### src/rtl/mem_port_arbiter.sv
// mem_port_arbiter: shares one single-port RAM between instruction fetch and
// data load/store. Serialises accesses, round-robins on conflicts and hides
// the fixed RAM read latency behind a req/valid handshake.
module mem_port_arbiter #(
  parameter int unsigned AW      = 32,
  parameter int unsigned DW      = 32,
  parameter int unsigned LATENCY = 1   // 1..15; 0 is illegal
) (
  input  logic          clk,
  input  logic          rst,
  input  logic          if_req,
  input  logic [AW-1:0] if_addr,
  output logic [DW-1:0] if_rdata,
  output logic          if_valid,
  input  logic          d_req,
  input  logic          d_we,
  input  logic [AW-1:0] d_addr,
  input  logic [DW-1:0] d_wdata,
  output logic [DW-1:0] d_rdata,
  output logic          d_valid,
  output logic          mem_en,
  output logic          mem_we,
  output logic [AW-1:0] mem_addr,
  output logic [DW-1:0] mem_wdata,
  input  logic [DW-1:0] mem_rdata,
  output logic          busy
);

  localparam logic [1:0] IDLE  = 2'd0;
  localparam logic [1:0] ISSUE = 2'd1;
  localparam logic [1:0] WAIT  = 2'd2;
  localparam logic [1:0] RESP  = 2'd3;

  localparam logic GRANT_IF = 1'b0;
  localparam logic GRANT_D  = 1'b1;

  localparam logic [3:0] CNT_LOAD = 4'(LATENCY);

  logic [1:0] state;
  logic [3:0] cnt;
  logic       last_grant;
  logic       grant;
  logic       op_we;
  logic       any_req;
  logic       pick_d;

  // Round-robin choice: on a tie the requester not granted last time wins
  always_comb begin
    any_req = if_req | d_req;
    pick_d  = d_req;
    if (if_req && d_req) begin
      pick_d = (last_grant == GRANT_IF);
    end
  end

  // Access sequencer: grant, issue one mem_en, count out latency, respond
  always_ff @(posedge clk) begin
    if (rst) begin
      state      <= IDLE;
      cnt        <= '0;
      last_grant <= GRANT_D;
      grant      <= GRANT_IF;
      op_we      <= 1'b0;
      if_rdata   <= '0;
      if_valid   <= 1'b0;
      d_rdata    <= '0;
      d_valid    <= 1'b0;
      mem_en     <= 1'b0;
      mem_we     <= 1'b0;
      mem_addr   <= '0;
      mem_wdata  <= '0;
    end else begin
      case (state)
        IDLE: begin
          if (any_req) begin
            grant      <= pick_d;
            last_grant <= pick_d;
            op_we      <= pick_d & d_we;
            mem_we     <= pick_d & d_we;
            mem_addr   <= pick_d ? d_addr : if_addr;
            if (pick_d) begin
              mem_wdata <= d_wdata;
            end
            mem_en     <= 1'b1;
            cnt        <= CNT_LOAD;
            state      <= ISSUE;
          end
        end
        ISSUE: begin
          mem_en <= 1'b0;
          mem_we <= 1'b0;
          cnt    <= cnt - 4'd1;
          state  <= WAIT;
        end
        WAIT: begin
          if (cnt == 4'd0) begin
            if (grant == GRANT_IF) begin
              if_rdata <= mem_rdata;
              if_valid <= 1'b1;
            end else begin
              if (!op_we) begin
                d_rdata <= mem_rdata;
              end
              d_valid <= 1'b1;
            end
            state <= RESP;
          end else begin
            cnt <= cnt - 4'd1;
          end
        end
        default: begin
          if_valid <= 1'b0;
          d_valid  <= 1'b0;
          state    <= IDLE;
        end
      endcase
    end
  end

  assign busy = (state != IDLE);

endmodule

### config.mk
export PLATFORM = sky130hd
export DESIGN_NAME = mem_port_arbiter
export DESIGN_NICKNAME = d
export VERILOG_FILES = /design/src/rtl/mem_port_arbiter.sv
export SDC_FILE = /design/constraint.sdc
export NUM_CORES = 1
export LEC_CHECK = 0
export CAP_MARGIN = 10
export CORE_AREA = 5 5 126 128
export CTS_BUF_LIST = sky130_fd_sc_hd__clkbuf_4
export DETAILED_ROUTE_END_ITERATION = 8
export DIE_AREA = 0 0 131 133
export HOLD_SLACK_MARGIN = 0.02
export PLACE_DENSITY_LB_ADDON = 0.3
export SLEW_MARGIN = 20
export SYNTH_ARGS = -nofsm -noshare
export SYNTH_HDL_FRONTEND = slang
export SYNTH_SLANG_ARGS = --single-unit
### constraint.sdc
create_clock -name clk -period 3.1 [get_ports clk]
set_input_delay 0.775 -clock clk [delete_from_list [all_inputs] [get_ports clk]]
set_output_delay 0.775 -clock clk [all_outputs]
set_load 0.005 [all_outputs]
# Yosys cells after proc, flatten, opt, wreduce, memory -nomap -nowiden
# Index checks and enable logic that the tools add are counted.
[op_classes]
addsub = 1
n_mul = 0
div_mod_pow = 0
magnitude_cmp = 0
n_eq_ne = 7
n_shift = 0
muxes = 18
n_bitwise = 6
reduce_logical = 16
[ops]
columns = ["operator", "count"]
rows = [
  ["2-to-1 mux 32 bit", 1],
  ["AND reduction 3 bit", 5],
  ["one-hot mux 4 bit (3 select lines)", 1],
  ["inequality test 2 bit, second input constant", 5],
  ["2-to-1 mux 4 bit", 2],
  ["one-hot mux 1 bit (2 select lines)", 4],
  ["2-to-1 mux 1 bit", 7],
  ["one-hot mux 2 bit (3 select lines)", 1],
  ["AND reduction 2 bit", 3],
  ["logical NOT 4 bit", 1],
  ["2-to-1 mux 2 bit", 2],
  ["NOT 1 bit", 4],
  ["AND reduction 4 bit", 1],
  ["nonzero test 2 bit", 2],
  ["subtractor 4 x 1 -> 4 bit, second input constant", 1],
  ["nonzero test 3 bit", 1],
  ["equality test 2 x 1 -> 1 bit, second input constant", 1],
  ["equality test 2 bit, second input constant", 1],
  ["logical NOT 2 bit", 1],
  ["OR reduction 2 bit", 1],
  ["bitwise AND 1 bit", 1],
  ["logical AND 1 bit", 1],
  ["bitwise OR 1 bit", 1],
]
[word_totals]
ff_bits = 141
latch_bits = 0
ram_bits = 0
romBits = 0
out_inout_bits = 133
mem_count = 0

# Logic depth before layout (Yosys ltp)
[depth]
depth_word = 5
depth_mapped = 7
mapped_depth_nobuf = 5

# Worst setup path before layout
# OpenSTA, ideal clock, no wires.
[synth_path]
kind = "flip-flop to output port"
startpoint = "register state[0]"
endpoint = "output busy"
arrival_ps = 1084
slack_ps = 1241
path_stages_with_launch = 6
path_buffers = 2
cell_sequence = "dfxtp_1 > inv_1 > ha_1 > buf_2 > inv_1 > clkbuf_1"
[synth_between]
elab_chain_len = 1
[synth_lines]
columns = ["element", "line", "source"]
rows = [
  ["from (decl)", "39", "logic [1:0] state;"],
  ["from (signal assigned)", "59", "state <= IDLE;"],
  ["from (signal assigned)", "86", "state <= ISSUE;"],
  ["from (signal assigned)", "93", "state <= WAIT;"],
  ["nonzero test 2 bit", "120", "assign busy = (state != IDLE);"],
  ["to (decl)", "26", "output logic busy"],
]
# No other way between the ends.

# Final worst setup path
# Ends and elaborated chain as after synthesis.

==> key figures <==
Critical path
  • Startpoint types: register
  • Reg2reg path depth: 6
  • CP Capture Type: primary output
  • Kind of critical path: register to primary output
  • Required time of the critical path: 2320 ps
  • Bufs and invs on worst path: 3
  • Reg2reg setup slack: 1010 ps
  • Cell family with most CP delay: buffers and inverters
  • Worst Setup SP: state[0]
  • Worst path arrival time: 1920 ps
  • Crit-path max FO: 3
  • Worst R2R Start: state[0]
  • Crit. path cell count: 4
  • Capture point of the worst reg-to-reg path: d_rdata[0]
  • Cell-by-cell listing of the critical path: inv_1 > ha_1 > inv_1 > clkdlybuf4s50_1
  • Critical Path Sink: busy
  • Top cell by count, worst path: inv_1
  • Slowest cell on the critical path: clkdlybuf4s50_1
  • Delay of the slowest critical-path stage: 540 ps

CTS
  • Longest Clk Path Bufs: 2
  • Worst skew pair latency: 530 ps
  • # Post-CTS Setup Buffers: 0
  • Root buffer selected by CTS: clkbuf_4
  • H-tree levels: 4
  • Hold_buf cts: 0
  • CTS tree: built
  • CTS clk-pin slew, worst paths: 110 ps
  • Num Clock Sinks: 141
  • Cts bufs inserted: 17
  • PostCTS Resize Cnt: 0

Final layout
  • Share of layout cells above drive strength 1: 5.78%
  • Final layout net count: 1,060
  • Antenna cells: 0
  • Final core occ: 58.6%
  • P&R area growth vs syn: 51.9%
  • Fill cell count: 1,354

Job
  • Max_cap viols: 0

Synthesis
  • Compound-gate portion of the synthesized area: 26.4%
  • Simple-gate share of the synthesized area: 15.9%
  • Count leader, synth: dfxtp_1
  • Async set-reset flop share out of synthesis: 0%
  • Synth cell count leaders: dfxtp_1, o21ai_0, a21oi_1
  • Post-Syn Instances: 696
  • Post-Syn Nets: 834
  • Post-synth EDFFs: 0
  • #FFs+latches synth: 141
  • Synth Warn #: 0
  • Largest family of logic cells by synthesized area: compound AO/OA/AOI/OAI gates
  • Netlist cell types: 42
  • Xor-xnor portion of the synthesized cell area: 0%
  • Avg Inst Size Synth: 8.17 µm²
  • Top FF cell, synth: dfxtp_1
  • Mux cell area share after synthesis: 0.176%
  • Post-synth top area share: 49.6%
  • Register area share after synthesis: 49.6%
  • Mapped cell area: 0.00569 mm²
  • Adder-cell share of the synthesized area: 1.10%
  • Top cells by area in the synthesized netlist: dfxtp_1, o21ai_0, a21oi_1, nand3_1, nand2_1
  • Area leader, netlist: dfxtp_1

Power and ir drop
  • Leak: 0.00300 µW
  • Psw: 2120 µW
  • Logic pwr share: 41.7%
  • Clk network pwr share: 18.7%
  • Worst VDD drop: 0.380 mV
  • Sequential Power Share: 39.6%
  • Internal Dissipation: 3800 µW
  • Switch share: 35.9%
  • Power Dens Cells: 685 mW/mm²

STA
  • # setup viols final: 0
  • TNS Setup: 0 ps
  • Fmax: 371 MHz
  • Clock skew: 10.6 ps
  • Period minus WS final: 2690 ps
  • Final Hold Vio Count: 0
  • Worst slew pin tran: 840 ps
  • RSZ-0062 raised after global routing: no
  • Fin crit share: 86.9%
  • Max-slew headroom: 43.9%
  • Max Slew Vio Count: 0
  • Final worst slack: 406 ps

Detailed routing
  • Post-DRT Antenna Nets: 0
  • 1st-pass router iterations: 5
  • Detailed-route DRC error count: 0
  • DR vias: 5,851
  • Drt total wl: 18,500 µm
  • DR WL/cell: 16.5 µm
  • Via density: 5.21
  • Initial DRC count: 375

Floorplanning
  • Total Die Area: 0.0174 mm²
  • Die width: 131 µm
  • Die Span Y: 133 µm
  • Total core area: 0.0148 mm²
  • # rows: 45
  • Initial core utilization: 38.6%
  • Num ports: 266

Placement
  • Pre-CTS WS: 737 ps
  • Final HPWL DP: 12,700 µm
  • Global placer's final weighted congestion: 0.801
  • I/O Buffers: 265

GRT
  • First-pass GRT wire length: 28,700 µm
  • Initial antenna violation count: 0
  • Vias in the first global route: 5,456
  • Grt total ovfl: 0
  • GRT Resource Usage Total: 20.6%
  • Largest net degree at the start of global routing: 77

Min path
  • Hold path start: if_rdata[31]
  • HP Class: register to register

Run status
  • Status: finished, final reports clean
area by class of cell:
class	count	area (µm²)	share of cell area, %
sequential	141	2820	32.7
timing repair buffer	279	2810	32.5
multi-input combinational	474	2490	28.8
tap	188	235	2.72
clock buffer	20	150	1.74
clock inverter	11	101	1.17
inverter	9	33.8	0.391
worst register-to-register path, delay by kind of cell, from the launching register on:
kind,cells,cell delay [ps]
AO/OA/AOI/OAI,2,310
adder cells (fa/ha/maj),1,280
buffers and inverters,2,500
flip-flops,1,340
AND/OR/NAND/NOR,1,520
kinds of logic (layout without fill, tap and decap cells):
| group | Yosys count | in the layout |
|---|---|---|
| compound gates | 281 | 281 |
| fa+ha+maj | 5 | 5 |
| buf+inv | 81 | 319 |
| flops | 141 | 141 |
| mux | 1 | 1 |
| simple gates | 187 | 187 |
cell usage in the layout, fill, tap and decap left out, drive strengths merged, types with 15 or more instances in the layout:
| cell | netlist | layout |
|---|---|---|
| nand2 | 68 | 68 |
| clkdlybuf4s50 | 0 | 264 |
| o21ai | 132 | 132 |
| a31oi | 32 | 32 |
| buf | 37 | 15 |
| clkbuf | 35 | 20 |
| a21oi | 102 | 102 |
| nand3 | 97 | 97 |
| dfxtp | 141 | 141 |
registers in the layout, summed over array words and instances, names as in the netlist, 2 cells and up:
| register | flops |
|---|---|
| mem_addr | 32 |
| d_rdata | 32 |
| state | 2 |
| mem_wdata | 32 |
| if_rdata | 32 |
| cnt | 4 |
power by group through the flow:
| stage | Clock [µW] | Combinational, µW | Sequential [µW] |
|---|---|---|---|
| after floorplan | 0 | 1330 | 2380 |
| after global placement | 0 | 2480 | 2380 |
| after detailed placement | 0 | 2480 | 2390 |
| after CTS | 1150 | 2490 | 2350 |
| after global routing | 1230 | 2730 | 2390 |
| final | 1110 | 2470 | 2350 |
through the flow:
| stage | std cells | instance area (µm²) | power [µW] | hold WS (ps) |
|---|---|---|---|---|
| CTS | 1122 | 8640 | 5990 | 481 |
| finish | 1122 | 8640 | 5920 | 478 |
| global placement | 1091 | 8390 | 4860 | 457 |
| detailed placement | 1091 | 8390 | 4870 | 465 |
| global route | 1122 | 8640 | 6340 | 499 |
| floorplan | 696 | 5690 | 3720 | 445 |
layer usage:
layer	wire length [µm]	vias up	track usage, %
met5	0	-	0
met4	182	0	6.00
met3	2160	14	9.65
met2	8810	215	31.7
met1	7330	2689	25.8
li1	-	2933	-
worst min path at each step:
stage | to | slack, ps | depth (start not counted)
finish | if_rdata[31] | 480 | 2
global route | if_rdata[10] | 500 | 2
CTS | if_rdata[2] | 480 | 2
detailed placement | if_rdata[2] | 470 | 2
global placement | d_valid | 460 | 1
floorplan | op_we | 440 | 2
Power figures use the tool's default switching activity.
